File: src/rtl/mdu_pkg.sv
// Shared definitions for the multiply/divide unit: op encodings, FSM states
// and the default datapath width / iteration count.
package mdu_pkg;

  localparam int unsigned MDU_WIDTH = 32;
  localparam int unsigned MDU_ITERS = 32;

  typedef enum logic [1:0] {
    MDU_MULT  = 2'b00,
    MDU_MULTU = 2'b01,
    MDU_DIV   = 2'b10,
    MDU_DIVU  = 2'b11
  } mdu_op_e;

  typedef enum logic [1:0] {
    S_IDLE = 2'b00,
    S_RUN  = 2'b01,
    S_FIX  = 2'b10,
    S_DONE = 2'b11
  } mdu_state_e;

endpackage

File: src/rtl/mult_div_unit_if.sv
// Request/response bundle between the EX stage and the multiply/divide unit.
//   start/op/rs_val/rt_val : operation request
//   mthi/mtlo/wr_data      : direct HI/LO writes
//   busy/done/div_by_zero  : status back to the pipeline
//   hi/lo                  : architectural HI/LO read data
interface mult_div_unit_if #(
  parameter int unsigned WIDTH = 32
);
  logic             start;
  logic [1:0]       op;
  logic [WIDTH-1:0] rs_val;
  logic [WIDTH-1:0] rt_val;
  logic             mthi;
  logic             mtlo;
  logic [WIDTH-1:0] wr_data;
  logic             busy;
  logic             done;
  logic             div_by_zero;
  logic [WIDTH-1:0] hi;
  logic [WIDTH-1:0] lo;

  modport master (
    output start, op, rs_val, rt_val, mthi, mtlo, wr_data,
    input  busy, done, div_by_zero, hi, lo
  );

  modport slave (
    input  start, op, rs_val, rt_val, mthi, mtlo, wr_data,
    output busy, done, div_by_zero, hi, lo
  );
endinterface

File: src/rtl/mdu_iter_core.sv
// One shift-add multiply or restoring shift-subtract divide step per cycle on
// unsigned magnitudes.
//   load    : capture a_mag (multiplier/dividend) and b_mag, clear counter
//   step    : perform one iteration
//   is_div  : select divide step instead of multiply step
//   acc_hi  : product upper half / remainder
//   acc_lo  : product lower half / quotient
//   last_c  : current step is the final iteration
module mdu_iter_core #(
  parameter int unsigned WIDTH = 32,
  parameter int unsigned ITERS = 32
) (
  input  logic             clk,
  input  logic             reset,
  input  logic             load,
  input  logic             step,
  input  logic             is_div,
  input  logic [WIDTH-1:0] a_mag,
  input  logic [WIDTH-1:0] b_mag,
  output logic [WIDTH-1:0] acc_hi,
  output logic [WIDTH-1:0] acc_lo,
  output logic             last_c
);
  localparam int unsigned W  = WIDTH;
  localparam int unsigned CW = $clog2(ITERS);

  logic [W-1:0]  operand_b;
  logic [CW-1:0] count;
  logic [W:0]    mul_sum;
  logic [W:0]    div_rsh;
  logic          div_ge;
  logic [W-1:0]  hi_nxt;
  logic [W-1:0]  lo_nxt;

  assign last_c = (count == CW'(ITERS - 1));

  // Next accumulator value for one multiply or divide iteration
  always_comb begin
    mul_sum = {1'b0, acc_hi} + (acc_lo[0] ? {1'b0, operand_b} : '0);
    div_rsh = {acc_hi, acc_lo[W-1]};
    div_ge  = (div_rsh >= {1'b0, operand_b});
    if (is_div) begin
      hi_nxt = div_ge ? W'(div_rsh - {1'b0, operand_b}) : div_rsh[W-1:0];
      lo_nxt = {acc_lo[W-2:0], div_ge};
    end else begin
      hi_nxt = mul_sum[W:1];
      lo_nxt = {mul_sum[0], acc_lo[W-1:1]};
    end
  end

  // Accumulator, operand and iteration counter registers
  always_ff @(posedge clk) begin
    if (reset) begin
      acc_hi    <= '0;
      acc_lo    <= '0;
      operand_b <= '0;
      count     <= '0;
    end else if (load) begin
      acc_hi    <= '0;
      acc_lo    <= a_mag;
      operand_b <= b_mag;
      count     <= '0;
    end else if (step) begin
      acc_hi    <= hi_nxt;
      acc_lo    <= lo_nxt;
      count     <= count + CW'(1);
    end
  end

endmodule

File: src/rtl/mult_div_unit.sv
// Iterative multiply/divide unit owning the HI/LO registers.
//   clk, reset : clock and synchronous active-high reset
//   bus        : request, MTHI/MTLO writes, busy/done/div_by_zero, hi/lo
module mult_div_unit
  import mdu_pkg::*;
#(
  parameter int unsigned WIDTH = MDU_WIDTH,
  parameter int unsigned ITERS = MDU_ITERS
) (
  input  logic           clk,
  input  logic           reset,
  mult_div_unit_if.slave bus
);
  localparam int unsigned W = WIDTH;

  mdu_state_e    state_q, state_d;
  mdu_op_e       op_in;
  logic          in_signed, in_div, a_neg, b_neg;
  logic [W-1:0]  a_mag, b_mag;

  logic          div_q, neg_q, rem_neg_q, div0_q;
  logic          busy_q, busy_d, done_q, done_d, dbz_q, dbz_d;
  logic [W-1:0]  hi_q, hi_d, lo_q, lo_d;
  logic          core_load, core_step, accept;

  logic [W-1:0]   acc_hi, acc_lo;
  logic           last_c;
  logic [2*W-1:0] prod, prod_fix;
  logic [W-1:0]   quo_fix, rem_fix;

  // Operand decode and magnitudes; -0x80000000 stays 0x80000000 = 2^31
  always_comb begin
    op_in     = mdu_op_e'(bus.op);
    in_signed = (op_in == MDU_MULT) || (op_in == MDU_DIV);
    in_div    = (op_in == MDU_DIV)  || (op_in == MDU_DIVU);
    a_neg     = in_signed & bus.rs_val[W-1];
    b_neg     = in_signed & bus.rt_val[W-1];
    a_mag     = a_neg ? -bus.rs_val : bus.rs_val;
    b_mag     = b_neg ? -bus.rt_val : bus.rt_val;
  end

  mdu_iter_core #(.WIDTH(W), .ITERS(ITERS)) u_core (
    .clk    (clk),
    .reset  (reset),
    .load   (core_load),
    .step   (core_step),
    .is_div (div_q),
    .a_mag  (a_mag),
    .b_mag  (b_mag),
    .acc_hi (acc_hi),
    .acc_lo (acc_lo),
    .last_c (last_c)
  );

  // Sign correction of the unsigned core result
  always_comb begin
    prod     = {acc_hi, acc_lo};
    prod_fix = neg_q ? -prod : prod;
    quo_fix  = neg_q ? -acc_lo : acc_lo;
    rem_fix  = rem_neg_q ? -acc_hi : acc_hi;
  end

  // State register
  always_ff @(posedge clk) begin
    if (reset) state_q <= S_IDLE;
    else       state_q <= state_d;
  end

  // Next state, HI/LO update and status outputs
  always_comb begin
    state_d   = state_q;
    busy_d    = busy_q;
    done_d    = 1'b0;
    dbz_d     = 1'b0;
    hi_d      = hi_q;
    lo_d      = lo_q;
    core_load = 1'b0;
    core_step = 1'b0;
    accept    = 1'b0;
    case (state_q)
      S_IDLE: begin
        if (bus.start) begin
          // start takes priority over a same-cycle MTHI/MTLO
          accept    = 1'b1;
          core_load = 1'b1;
          busy_d    = 1'b1;
          state_d   = S_RUN;
        end else begin
          if (bus.mthi) hi_d = bus.wr_data;
          if (bus.mtlo) lo_d = bus.wr_data;
        end
      end
      S_RUN: begin
        if (div0_q) begin
          state_d = S_DONE;
          busy_d  = 1'b0;
          done_d  = 1'b1;
          dbz_d   = 1'b1;
        end else begin
          core_step = 1'b1;
          if (last_c) state_d = S_FIX;
        end
      end
      S_FIX: begin
        if (div_q) begin
          hi_d = rem_fix;
          lo_d = quo_fix;
        end else begin
          hi_d = prod_fix[2*W-1:W];
          lo_d = prod_fix[W-1:0];
        end
        state_d = S_DONE;
        busy_d  = 1'b0;
        done_d  = 1'b1;
      end
      S_DONE: begin
        state_d = S_IDLE;
        if (bus.mthi) hi_d = bus.wr_data;
        if (bus.mtlo) lo_d = bus.wr_data;
      end
      default: state_d = S_IDLE;
    endcase
  end

  // Registered outputs and latched operation attributes
  always_ff @(posedge clk) begin
    if (reset) begin
      busy_q    <= 1'b0;
      done_q    <= 1'b0;
      dbz_q     <= 1'b0;
      hi_q      <= '0;
      lo_q      <= '0;
      div_q     <= 1'b0;
      neg_q     <= 1'b0;
      rem_neg_q <= 1'b0;
      div0_q    <= 1'b0;
    end else begin
      busy_q <= busy_d;
      done_q <= done_d;
      dbz_q  <= dbz_d;
      hi_q   <= hi_d;
      lo_q   <= lo_d;
      if (accept) begin
        div_q     <= in_div;
        neg_q     <= a_neg ^ b_neg;
        rem_neg_q <= a_neg;
        div0_q    <= in_div && (bus.rt_val == '0);
      end
    end
  end

  assign bus.busy        = busy_q;
  assign bus.done        = done_q;
  assign bus.div_by_zero = dbz_q;
  assign bus.hi          = hi_q;
  assign bus.lo          = lo_q;

endmodule

File: src/flat_wrapper.sv
// flat-port wrapper written by rule: the top's interface ports become plain ports
module mult_div_unit_flat import mdu_pkg::*;
#(
  parameter int unsigned WIDTH = MDU_WIDTH,
  parameter int unsigned ITERS = MDU_ITERS
)
  (clk, reset, bus_start, bus_op, bus_rs_val, bus_rt_val, bus_mthi, bus_mtlo, bus_wr_data, bus_busy, bus_done, bus_div_by_zero, bus_hi, bus_lo);
  mult_div_unit_if #(.WIDTH(WIDTH)) bus_i ();
  input  logic clk;
  input  logic reset;
  input wire logic [$bits(bus_i.start)-1:0] bus_start;
  input wire logic [$bits(bus_i.op)-1:0] bus_op;
  input wire logic [$bits(bus_i.rs_val)-1:0] bus_rs_val;
  input wire logic [$bits(bus_i.rt_val)-1:0] bus_rt_val;
  input wire logic [$bits(bus_i.mthi)-1:0] bus_mthi;
  input wire logic [$bits(bus_i.mtlo)-1:0] bus_mtlo;
  input wire logic [$bits(bus_i.wr_data)-1:0] bus_wr_data;
  output wire logic [$bits(bus_i.busy)-1:0] bus_busy;
  output wire logic [$bits(bus_i.done)-1:0] bus_done;
  output wire logic [$bits(bus_i.div_by_zero)-1:0] bus_div_by_zero;
  output wire logic [$bits(bus_i.hi)-1:0] bus_hi;
  output wire logic [$bits(bus_i.lo)-1:0] bus_lo;
  assign bus_i.start = bus_start;
  assign bus_i.op = bus_op;
  assign bus_i.rs_val = bus_rs_val;
  assign bus_i.rt_val = bus_rt_val;
  assign bus_i.mthi = bus_mthi;
  assign bus_i.mtlo = bus_mtlo;
  assign bus_i.wr_data = bus_wr_data;
  assign bus_busy = bus_i.busy;
  assign bus_done = bus_i.done;
  assign bus_div_by_zero = bus_i.div_by_zero;
  assign bus_hi = bus_i.hi;
  assign bus_lo = bus_i.lo;
  mult_div_unit #(.WIDTH(WIDTH), .ITERS(ITERS)) u_core (.clk(clk), .reset(reset), .bus(bus_i));
endmodule
File: config.mk
export PLATFORM = sky130hd
export DESIGN_NAME = mult_div_unit_flat
export DESIGN_NICKNAME = d
export VERILOG_FILES = /design/src/rtl/mdu_pkg.sv /design/src/rtl/mult_div_unit_if.sv /design/src/rtl/mdu_iter_core.sv /design/src/rtl/mult_div_unit.sv /design/src/flat_wrapper.sv
export SDC_FILE = /design/constraint.sdc
export NUM_CORES = 1
export LEC_CHECK = 0
export ABC_AREA = 1
export CAP_MARGIN = 20
export CELL_PAD_IN_SITES_DETAIL_PLACEMENT = 1
export CELL_PAD_IN_SITES_GLOBAL_PLACEMENT = 1
export CORE_AREA = 2 2 237 216
export DETAILED_ROUTE_END_ITERATION = 8
export DIE_AREA = 0 0 239 218
export GPL_TIMING_DRIVEN = 0
export PLACE_DENSITY = 0.78
export SETUP_SLACK_MARGIN = 0.5
export SKIP_LAST_GASP = 1
export SLEW_MARGIN = 20
export SYNTH_ARGS = -nofsm -noshare
export SYNTH_HDL_FRONTEND = slang
export SYNTH_HIERARCHICAL = 1
export SYNTH_SLANG_ARGS = --single-unit
File: constraint.sdc
create_clock -name clk -period 3.6 [get_ports clk]
set_input_delay 0.72 -clock clk [delete_from_list [all_inputs] [get_ports clk]]
set_output_delay 0.72 -clock clk [all_outputs]
set_load 0.1 [all_outputs]
-- After elaboration in Yosys (flattened, before gate mapping)
Cells that the tools add are included.
- flip-flop bits (word level): 174
- bits of input ports: 103
- add/sub/neg operators: 8
- magnitude comparators: 1
- eq/ne operators: 10
- mux-type cells: 32
- bitwise logic cells: 4
- reductions and logical operators: 14
- operators by type and width (kind ; count):
    $mux W32 ; 16
    $pmux W32 S3 ; 2
    $neg A32 Y32 ; 4
    $mux W64 ; 1
    $neg A64 Y64 ; 1
    $add A32 B32 Y33 ; 1
    $ge A33 B32 Y1 ; 1
    $logic_not A32 Y1 ; 1
    $sub A32 B32 Y32 ; 1
    $eq A2 B2 Y1 const B ; 4
    $pmux W2 S4 ; 1
    $mux W1 ; 7
    $mux W2 ; 3
    $reduce_bool A3 Y1 ; 2
    $add A5 B1 Y5 const B ; 1
    $eq A5 B5 Y1 const B ; 1
    $logic_not A2 Y1 ; 2
    $ne A2 B2 Y1 const B ; 2
    $reduce_and A2 Y1 ; 2
    $reduce_or A2 Y1 ; 2
    $ne A3 B2 Y1 const B ; 1
    $pmux W1 S3 ; 1
    $reduce_and A3 Y1 ; 1
    $and A1 B1 Y1 ; 2
    8 further kinds ; 9

-- Longest topological paths before layout
- depth in word-level cells: 5
- mapped depth: 21
- gate-level depth less buffers: 19

-- Hierarchy
Netlist, hierarchy kept.
- by module, submodules not included (module ; times used ; cells an instance ; area each (um^2)):
    mdu_iter_core ; 1 ; 1651 ; 9634.2
    mult_div_unit ; 1 ; 1304 ; 7554.7

-- Worst setup path before layout
OpenSTA, ideal clock, no wires.
- path type: register to register
- from: register u_core.u_core.acc_lo[0]
- to: register u_core.u_core.acc_hi[13]
- library setup time: 0.117 ns
- arrival: 2.399 ns
- setup slack: 1.083 ns
- cell stages (with the launch flop): 18
- clock period less this slack: 2.517 ns
- cells stage by stage: dfxtp_1 clkbuf_1 clkbuf_1 nand2_1 inv_1 ha_1 fa_1 nand2_1 nand3_1 nand2_1 o21ai_0 nand3_1 nand2_1 or2_2 nand3_1 nand3_1 nor2_1 nor2_1
- cells in the longest elaborated chain, start to end: 3
- RTL lines (what ; line ; source):
    from (decl) ; mdu_iter_core.sv:21 ; output logic [WIDTH-1:0] acc_lo,
    from (signal assigned) ; mdu_iter_core.sv:60 ; acc_lo <= a_mag;
    from (signal assigned) ; mdu_iter_core.sv:65 ; acc_lo <= lo_nxt;
    $mux W32 ; mdu_iter_core.sv:39 ; mul_sum = {1'b0, acc_hi} + (acc_lo[0] ? {1'b0, operand_b} : '0);
    $add A32 B32 Y33 ; mdu_iter_core.sv:39 ;
    $mux W32 ; mdu_iter_core.sv:42 ; if (is_div) begin
    to (signal assigned) ; mdu_iter_core.sv:64 ; acc_hi <= hi_nxt;
    to (decl) ; mdu_iter_core.sv:20 ; output logic [WIDTH-1:0] acc_hi,
Every way passes these cells.
A chain may end at the register's enable or synchronous reset.

-- Worst setup path after layout
- from: register u_core.u_core.acc_lo[0]
- to: register u_core.u_core.acc_hi[6]
The elaborated chain is that of the path after synthesis.

==> results.sh <==
export IMPL_status="finished clean"
export IMPL_layout_nets=3324
export IMPL_n_fill_cell=6850
export IMPL_clock_latency_ns=0.50
export IMPL_hold_viol_final=0
export IMPL_yosysSeqAreaShare_pct=20.3
export IMPL_worst_path_max_delay_cell="o21ai_0"
export IMPL_yosys_area_share_simple_pct=38.5
export IMPL_drv_cap=0
export IMPL_wirelength_mm=83.5
export IMPL_cts_clk_slew_worst_paths_ns=0.07
export IMPL_p_leak_uw=0.00938
export IMPL_crit_cells=15
export IMPL_gp_congestion=0.963
export IMPL_fin_hold_ws_ns=0.490
export IMPL_antenna_cells=0
export IMPL_drc=0
export IMPL_hp_class="flop to flop"
export IMPL_r2r_slack_ns=0.57
export IMPL_dr_pass1_iters=7
export IMPL_synth_area_top_cells="dfxtp_1 20%, nand2_1 17%, inv_1 8.1%"
export IMPL_grt_pass1_vias=20500
export IMPL_dieWidth_um=239
export IMPL_num_vias=21000
export IMPL_cp_start_kind="flop"
export IMPL_avgViaCountPerCell=5.54
export IMPL_postPlaceCellArea_mm2=0.0197
export IMPL_synth_enable_flop_cells=0
export IMPL_worst_slack_ns=0.570
export IMPL_whs_endpoint="u_core/u_core/operand_b[4]"
export IMPL_cp_required_ns=3.99
export IMPL_holdCritStartpoint="u_core/u_core/operand_b[4]"
export IMPL_drt_antenna_violating_nets=0
export IMPL_r2r_cells=15
export IMPL_drt_iter0_drc=1638
export IMPL_yosysTopAreaCell="dfxtp_1"
export IMPL_cts_buffer_depth=2
export IMPL_die_area_mm2=0.0521
export IMPL_grt_overflow=0
export IMPL_synthDominantCellAreaShare_pct=20.3
export IMPL_antenna_found_initial=0
export IMPL_synth_most_common_cell="nand2_1"
export IMPL_synth_fa_ha_area_share_pct=5.77
export IMPL_synth_mux_area_share_pct=0
export IMPL_tightest_slew_ns=1.01
export IMPL_final_cell_area_mm2=0.0204
export IMPL_synth_compound_area_share_pct=20.6
export IMPL_rsz0062_at_grt="true"
export IMPL_wl_per_cell_um=22.0
export IMPL_postLayoutCoreUtil_pct=40.9
export IMPL_clkSinkCount=174
export IMPL_io_pins=170
export IMPL_grt_max_degree=18
export IMPL_path_max_fanout=10
export IMPL_post_place_cells=3764
export IMPL_post_cts_buffers=0
export IMPL_synth_distinct_cells=57
export IMPL_drv_slew=0
export IMPL_timing_rr_end="u_core/u_core/acc_hi[6]"
export IMPL_synthArstFlopShare_pct=0
export IMPL_drive_above_1_share_pct=7.10
export IMPL_grt_usage_pct=31.9
export IMPL_cts_hold_buffers=0
export IMPL_die_h_um=218
export IMPL_crit_family="simple AND/OR/NAND/NOR gates"
export IMPL_synth_xor_area_share_pct=3.67
export IMPL_crit_buf_inv=5
export IMPL_ir_worst_vdd_v=0.000414
export IMPL_avgSynthCellArea_um2=5.82
export IMPL_layout_min_cycle_time_ns=3.03
export IMPL_start_util_pct=34.5
export IMPL_cts_buffers=17
export IMPL_whs_path_depth=2
export IMPL_multi_input_area_mm2=0.0119
export IMPL_synth_top_family_by_area="simple AND/OR/NAND/NOR gates"
export IMPL_max_slew_margin_pct=32.4
export IMPL_yosys_top_cells_count="767 x nand2_1, 373 x inv_1, 300 x nor2_1, 276 x a21oi_1, 242 x nand3_1"
export IMPL_seqCellArea_mm2=0.00349
export IMPL_rows=78
export IMPL_root_buffer="clkbuf_16"
export IMPL_crit_path_end_kind="flop"
export IMPL_fmax_ghz=0.330
export IMPL_dp_hpwl_mm=69.6
export IMPL_yosys_register_bits=174
export IMPL_pre_cts_ws_ns=-0.410
export IMPL_portBuffers=169
export IMPL_netlist_instances=2955
export IMPL_crit_top_cell="nand2_1"
export IMPL_core_mm2=0.0498
export IMPL_setup_violations=0
export IMPL_worstPathCellList="buf_8, buf_4, nand2_1, inv_1, ha_1, clkbuf_2, nand3_1, nand3_2, nand2_1, nand2_1, o21ai_0, nand2_1, o21bai_1, o21ai_1, inv_1"
export IMPL_critPathKind="flop to flop"
export IMPL_grt_pass1_wl_mm=125
export IMPL_synth_flop_cell="dfxtp_1"
export IMPL_synth_area_mm2=0.0172
export IMPL_final_cell_count_no_fill=3795
export IMPL_max_stage_delay_ns=0.44
export IMPL_syn2layout_area_growth_pct=18.5
export IMPL_powerDensity_mw_per_mm2=901
export IMPL_worst_ep_arrival_time_ns=3.42
export IMPL_htreeDepth=4
export IMPL_period_share_pct=84.2
export IMPL_synth_nets=3136
export IMPL_cts_tree="built"
export IMPL_skew_ns=0.0135
export IMPL_r2r_start="u_core/u_core/acc_lo[0]"
export IMPL_synth_warnings=6
==> layout make-up <==
cell class	count	share of cell area (%)
Buffer	108	2.47
Clock buffer	17	2.09
Clock inverter	14	0.645
Inverter	383	7.06
Multi-Input combinational cell	2290	58.4
Sequential cell	174	17.1
Tap cell	640	3.93
Timing Repair Buffer	169	8.30
==> registers in the layout, summed over array words and instances (netlist names), 2 cells and up <==
name	cells
u_core/bus.hi	32
u_core/u_core/acc_hi	32
u_core/u_core/count	5
u_core/u_core/operand_b	32
u_core/u_core/acc_lo	32
u_core/state_q	2
u_core/bus.lo	32
==> worst max path at each step <==
stage	startpoint	end	slack (ns)
after floorplan	u_core/u_core/acc_lo[0]	u_core/u_core/acc_hi[13]	1.08
after global placement	u_core/u_core/acc_lo[0]	u_core/u_core/acc_hi[29]	-0.39
after detailed placement	u_core/u_core/acc_lo[0]	u_core/u_core/acc_hi[29]	-0.41
after CTS	u_core/u_core/acc_lo[0]	u_core/u_core/acc_hi[30]	0.50
after global routing	u_core/u_core/acc_lo[0]	u_core/u_core/acc_hi[30]	0.47
final	u_core/u_core/acc_lo[0]	u_core/u_core/acc_hi[6]	0.57
==> kinds of logic after synthesis <==
logic type,after synthesis
AND/OR/NAND/NOR,1501
flip-flops,174
buffers and inverters,491
XOR/XNOR,72
AO/OA/AOI/OAI,639
adder cells (fa/ha/maj),78
==> placed cells by master, fill, tap and decap left out, types with 33 or more instances in the layout <==
master / netlist / final
nand3_1: 242 / 241
clkbuf_1: 71 / 66
a21oi_1: 276 / 269
xor2_1: 43 / 43
nand4_1: 33 / 33
o21ai_0: 215 / 209
a31oi_1: 37 / 37
inv_1: 373 / 373
clkdlybuf4s50_1: 0 / 169
ha_1: 76 / 71
nor2_1: 300 / 297
dfxtp_1: 174 / 171
nand2_1: 767 / 759
==> tightest hold or removal path: stages, from the launching register on <==
cell	delay, ns
dfxtp_1	0.31
inv_1	0.07
a21oi_1	0.06
==> per-stage QoR <==
| stage | power [µW] | TNS, ns |
|---|---|---|
| after floorplan | 12100 | 0 |
| after CTS | 18000 | 0 |
| after global placement | 15900 | -3.78 |
| after detailed placement | 16100 | -4.83 |
| final | 18400 | 0 |
| after global routing | 19600 | 0 |
==> layer usage <==
layer | up-vias | wire (µm) | track usage [%]
met2 | 709 | 34800 | 47.4
met4 | 0 | 1170 | 6.31
met3 | 66 | 6900 | 5.76
met1 | 10200 | 40600 | 47.5
met5 | - | 0 | 0
li1 | 10000 | - | -
==> power by group <==
part | leakage [µW] | total (µW) | internal [µW] | switching, µW
Clock | 0.000266 | 1850 | 904 | 951
Sequential | 0.00143 | 3390 | 2510 | 872
Combinational | 0.00768 | 13100 | 3590 | 9520
Total | 0.00938 | 18400 | 7010 | 11300
==> what timing repair did <==
action,CTS,global route
endpoints found under the setup margin,31,47
gates cloned,0,0
gates resized for setup,15,39
Power figures use the tool's default switching activity.
==> patch 1 (config.mk and constraints unchanged) <==
The package constant `MDU_ITERS` goes from 32 to 16.
--- a/src/rtl/mdu_pkg.sv
+++ b/src/rtl/mdu_pkg.sv
@@ -3,7 +3,7 @@
 package mdu_pkg;
 
   localparam int unsigned MDU_WIDTH = 32;
-  localparam int unsigned MDU_ITERS = 32;
+  localparam int unsigned MDU_ITERS = 16;
 
   typedef enum logic [1:0] {
     MDU_MULT  = 2'b00,
Formal check against the unedited RTL: same outputs for any inputs over 4 cycles, from zero or initial values and one cycle with reset high; that may be too few to reach the edited logic, so the function may still have changed.
==> patch 1 against the original RTL <==
Total power up 2.1%; first-iteration DRC count grew 18%; worst setup slack gained 0.011 ns; clock skew up 0.0026 ns; final area is 0.75% lower; sequential cell count down 1; wire length grew 0.39%; critical path depth increased by 2; synthesized area decreased by 0.63%; non-clock buffer count did not move; largest power group unchanged.
==> patch 1: results (changes against the original RTL) <==
\begin{tabular}{lr}
\hline
Metric & Value \\
\hline
\multicolumn{2}{l}{\textbf{Synth}} \\
\quad Synthesized netlist net count & 3,133 (was 3,136) \\
\quad Sequential element share of the synthesized area & 20.3\% (about the same) \\
\quad Post-Synthesis Cells & 2,953 (was 2,955) \\
\quad Number of distinct library cells after synthesis & 56 (was 57) \\
\multicolumn{2}{l}{\textbf{Place}} \\
\quad Detailed-placement wirelength estimate & 69,600 um (about the same) \\
\quad Worst Setup Slack post-DPL & -0.380 ns (was -0.410 ns) \\
\quad Weighted congestion reported at the end of routability-driven placement & 1.03 (was 0.963) \\
\quad Number of placed cells counting well taps & 3,762 (was 3,764) \\
\multicolumn{2}{l}{\textbf{Power and ir drop}} \\
\quad Leakage dissipation & 0.00944 uW (was 0.00938 uW) \\
\quad Part of the power in registers & 18.6\% (was 18.4\%) \\
\quad Pwr Density & 927 mW/mm\^{}2 (was 901 mW/mm\^{}2) \\
\quad Worst vdd ir & 0.475 mV (was 0.414 mV) \\
\quad Net switching power & 11,700 uW (was 11,300 uW) \\
\multicolumn{2}{l}{\textbf{STA}} \\
\quad Peak clock frequency supported by timing & 331 MHz (was 330 MHz) \\
\quad Actual slew at the worst max-slew pin & 1.01 ns (about the same) \\
\quad Clock skew after layout & 0.0161 ns (was 0.0135 ns) \\
\multicolumn{2}{l}{\textbf{Routing}} \\
\quad Vias & 21,243 (was 21,032) \\
\quad Starting DRC count in detailed routing & 1,936 (was 1,638) \\
\multicolumn{2}{l}{\textbf{Critical path}} \\
\quad Biggest cell delay along the critical path & 0.40 ns (was 0.44 ns) \\
\quad CP max stage cell & sky130\_fd\_sc\_hd\_\_fa\_2 (was sky130\_fd\_sc\_hd\_\_o21ai\_0) \\
\quad Worst EP arrival & 3.39 ns (was 3.42 ns) \\
\quad Count of cells along the worst register-to-register path & 17 (was 15) \\
\multicolumn{2}{l}{\textbf{Global route}} \\
\quad Initial antenna violation count & 1 (was 0) \\
\quad Global-route wire length before repair & 126,000 um (was 125,000 um) \\
\quad Tot GR Track Use & 31.9\% (about the same) \\
\multicolumn{2}{l}{\textbf{Run status}} \\
\quad Outcome & complete, no violations (unchanged) \\
\multicolumn{2}{l}{\textbf{Hold path}} \\
\quad Hold Crit Endpoint & u\_core/u\_core/operand\_b[17]\$\_SDFFE\_PP0P\_ (was u\_core/u\_core/operand\_b[4]\$\_SDFFE\_PP0P\_) \\
\hline
\end{tabular}
## patch 1: changes by cell type in the layout (fill, tap and decap cells not counted), sizes merged, moves of 2 or more
cell and delta:
nand3b -4, nand3 +7, nor3 -4, o21bai -2, or2 +2, buf +3
a31oi +2, clkinv +4, nand4 +6, o211ai +2, clkbuf -3, xnor2 -7
nand2 -7
## patch 1: critical path: cells and delay by family, from the launching register on
family	cells	cell delay [ns]
AND/OR/NAND/NOR	12	1.51
adder cells (fa/ha/maj)	2	0.60
buffers and inverters	3	0.41
flip-flops	1	0.35
## patch 1: cells by family after synthesis
| logic type | count (synthesis) | share of synthesized area (%) |
|---|---|---|
| AOI/OAI and AO/OA | 643 | 20.8 |
| xor gates and xnor gates | 66 | 3.38 |
| adders and majority gates | 77 | 5.73 |
| buffers and inverters | 493 | 11.3 |
| DFF | 173 | 20.3 |
| and+or+nand+nor | 1501 | 38.5 |
## patch 1: what timing repair did
action                                 in CTS  in global routing
resized for setup                          15                 14
setup buffers                               0                  1
hold buffers                                0                  0
setup endpoints to repair                  35                 41
pin swaps                                   0                  1
endpoints found under the hold margin       0                  0
## patch 1: per-layer routing
| metal | up-vias | GRT usage, % | share of wire [%] |
|---|---|---|---|
| met5 | - | 0 | 0 |
| met4 | 0 | 8.52 | 2.2 |
| met1 | 10351 | 46.0 | 47 |
| li1 | 10033 | - | - |
| met2 | 765 | 48.7 | 43 |
| met3 | 94 | 5.29 | 8.3 |
## patch 1: final cells by class
class                           count  area [um^2]  area share (%)
Sequential cell                   173         3470            17.2
Multi-Input combinational cell   2287        11700            58.0
Timing Repair Buffer              170         1700            8.40
Buffer                            107          502            2.48
Inverter                          386         1450            7.17
Tap cell                          640          801            3.96
Clock buffer                       17          425            2.10
Clock inverter                     15          149           0.736
==> patch 2 (same settings) <==
Made on the original files. Encoding of `mdu_state_e`: now one-hot (4 bits for 4 states).
--- a/src/rtl/mdu_pkg.sv
+++ b/src/rtl/mdu_pkg.sv
@@ -12,11 +12,11 @@
     MDU_DIVU  = 2'b11
   } mdu_op_e;
 
-  typedef enum logic [1:0] {
-    S_IDLE = 2'b00,
-    S_RUN  = 2'b01,
-    S_FIX  = 2'b10,
-    S_DONE = 2'b11
+  typedef enum logic [3:0] {
+    S_IDLE = 4'b0001,
+    S_RUN  = 4'b0010,
+    S_FIX  = 4'b0100,
+    S_DONE = 4'b1000
   } mdu_state_e;
 
 endpackage
Check against the original RTL: same outputs for any inputs over 4 cycles, from zero or initial values and one cycle with reset high; so few cycles prove little.
==> patch 2 against the original RTL <==
Wire length increased by 1.0%; critical path depth decreased by 5; synthesized cell count increased by 0.68%; worst setup slack got worse by 0.11 ns; synthesized area decreased by 1.4%; sequential cell count increased by 2; first-iteration DRC count increased by 24%; clock skew increased by 0.0021 ns; die area unchanged; utilization decreased by 0.66 points; final area decreased by 1.6%; critical path type unchanged; critical endpoint is now u_core/u_core/acc_hi[14]$_SDFFE_PP0P_; largest cell class unchanged.
Power is not compared: it rests on default switching activity, and its combinational part moved more than twofold at a synthesized area within 25%.
==> patch 2: results (changes against the original RTL) <==
\begin{tabular}{lr}
\hline
Metric & Value \\
\hline
\multicolumn{2}{l}{\textbf{Routing}} \\
\quad Mean number of vias per cell & 5.55 (was 5.54) \\
\quad Number of search-and-repair iterations in the first detailed-routing pass & 5 (was 7) \\
\quad DRT Wirelength & 84,300 um (was 83,500 um) \\
\quad Starting DRC count in detailed routing & 2,036 (was 1,638) \\
\quad Drt wl/cell & 22.1 um (was 22.0 um) \\
\multicolumn{2}{l}{\textbf{Place}} \\
\quad Weighted congestion reported at the end of routability-driven placement & 0.991 (was 0.963) \\
\quad Quantity of I/O buffers inserted on ports & 168 (was 169) \\
\quad Worst Setup Slack post-DPL & -0.0353 ns (was -0.410 ns) \\
\quad Detailed-placement wirelength estimate & 70,000 um (was 69,600 um) \\
\quad Number of placed cells counting well taps & 3,783 (was 3,764) \\
\multicolumn{2}{l}{\textbf{Final layout}} \\
\quad Final net count & 3,337 (was 3,324) \\
\quad Share of final-layout standard cells stronger than drive strength 1 & 5.51\% (was 7.10\%) \\
\multicolumn{2}{l}{\textbf{STA}} \\
\quad Relative max-transition margin & 29.7\% (was 32.4\%) \\
\quad Clock skew after layout & 0.0156 ns (was 0.0135 ns) \\
\multicolumn{2}{l}{\textbf{Run status}} \\
\quad Outcome & complete, no violations (unchanged) \\
\multicolumn{2}{l}{\textbf{Clock tree}} \\
\quad Clock buffer depth & 2 (unchanged) \\
\quad Latest clock arrival within the worst-skew pair & 0.50 ns (about the same) \\
\multicolumn{2}{l}{\textbf{Synth}} \\
\quad Mux contribution to synthesized area & 0\% (unchanged) \\
\quad Sequential element share of the synthesized area & 20.8\% (was 20.3\%) \\
\quad Synthesized-area fraction occupied by ao, oa, aoi and oai cells & 19.8\% (was 20.6\%) \\
\quad Number of distinct library cells after synthesis & 46 (was 57) \\
\quad Synthesized netlist net count & 3,150 (was 3,136) \\
\quad Post-Synth XOR/XNOR Area & 3.67\% (about the same) \\
\quad Synth cell count leaders & sky130\_fd\_sc\_hd\_\_nand2\_1, sky130\_fd\_sc\_hd\_\_inv\_1, sky130\_fd\_sc\_hd\_\_nor2\_1, sky130\_fd\_sc\_hd\_\_a21oi\_1, sky130\_fd\_sc\_hd\_\_nand3\_1 (unchanged) \\
\quad Post-Synthesis Cells & 2,975 (was 2,955) \\
\multicolumn{2}{l}{\textbf{Critical path}} \\
\quad Biggest cell delay along the critical path & 0.81 ns (was 0.44 ns) \\
\quad CP max stage cell & sky130\_fd\_sc\_hd\_\_dfxtp\_1 (was sky130\_fd\_sc\_hd\_\_o21ai\_0) \\
\multicolumn{2}{l}{\textbf{Global route}} \\
\quad Number of global-route vias before repair & 20,950 (was 20,463) \\
\quad Tot GR Track Use & 32.2\% (was 31.9\%) \\
\hline
\end{tabular}
==> patch 2: kinds of logic (layout without fill, tap and decap cells) <==
kind of cell | Yosys count | after routing
simple gates | 1541 | 1541
flops | 176 | 176
buf+inv | 505 | 704
xor+xnor | 71 | 71
fa+ha+maj | 72 | 72
compound gates | 610 | 610
==> patch 2: power by group <==
part | internal [uW] | total, uW | switching (uW) | leakage, uW
registers | 2090 | 2310 | 222 | 0.00144
clock network | 975 | 1920 | 941 | 0.000272
logic | 837 | 2900 | 2070 | 0.00773
total | 3900 | 7130 | 3230 | 0.00944
==> patch 2: layer usage <==
layer	GRT usage (%)	vias up	part of all wire [%]
li1	-	10023	-
met1	46.8	10233	47
met2	49.0	799	43
met3	4.73	95	8.0
met4	9.21	2	2.2
met5	0	-	0.020
==> patch 2: path summary, 6_finish.rpt <==
check | startpoint | to | slack (ns) | depth (start not counted)
worst max-delay path | u_core/u_core/acc_hi[17]$_SDFFE_PP0P_ | u_core/u_core/acc_hi[14]$_SDFFE_PP0P_ | 0.46 | 10
worst min-delay path | u_core/u_core/count[4]$_SDFFE_PP0P_ | u_core/u_core/count[4]$_SDFFE_PP0P_ | 0.48 | 2
worst max register to register | u_core/u_core/acc_hi[17]$_SDFFE_PP0P_ | u_core/u_core/acc_hi[14]$_SDFFE_PP0P_ | 0.46 | 10
worst min register to register | u_core/u_core/count[4]$_SDFFE_PP0P_ | u_core/u_core/count[4]$_SDFFE_PP0P_ | 0.48 | 2
==> patch 2: cell type report <==
cell class | instances | area (um^2)
plain buffers | 110 | 515
clock buffers | 18 | 429
clock inverters | 13 | 141
fillers | 6864 | 29700
inverters | 395 | 1480
multi-input cells | 2294 | 11500
flip-flops and latches | 176 | 3530
well taps | 640 | 801
repair buffers | 168 | 1680
==> patch 2: timing repair <==
action	4_1_cts	5_1_grt
cloned	0	0
gates resized for setup	10	20
endpoints found under the setup margin	56	59
hold buffers	0	0
==> patch 2: stage by stage <==
step	TNS (ns)	hold slack, ns	util [%]	total power [uW]
after floorplan	0	0.445	-	4190
after global placement	0	0.457	39.0	5100
after detailed placement	-0.0493	0.469	39.0	5170
after CTS	0	0.479	40.2	7080
after global routing	0	0.501	40.3	7470
final	0	0.480	40.3	7130
==> patch 2: worst reg2reg max path, stage by stage (launching register included) <==
cell and delay [ns]:
sky130_fd_sc_hd__dfxtp_1 0.81, sky130_fd_sc_hd__ha_1 0.36, sky130_fd_sc_hd__nand2_1 0.12, sky130_fd_sc_hd__nor2_1 0.26, sky130_fd_sc_hd__nand2_1 0.14, sky130_fd_sc_hd__nor3_1 0.33, sky130_fd_sc_hd__nand2_2 0.14, sky130_fd_sc_hd__nand2_4 0.13
sky130_fd_sc_hd__buf_4 0.22, sky130_fd_sc_hd__nand4_1 0.26, sky130_fd_sc_hd__a31oi_1 0.29
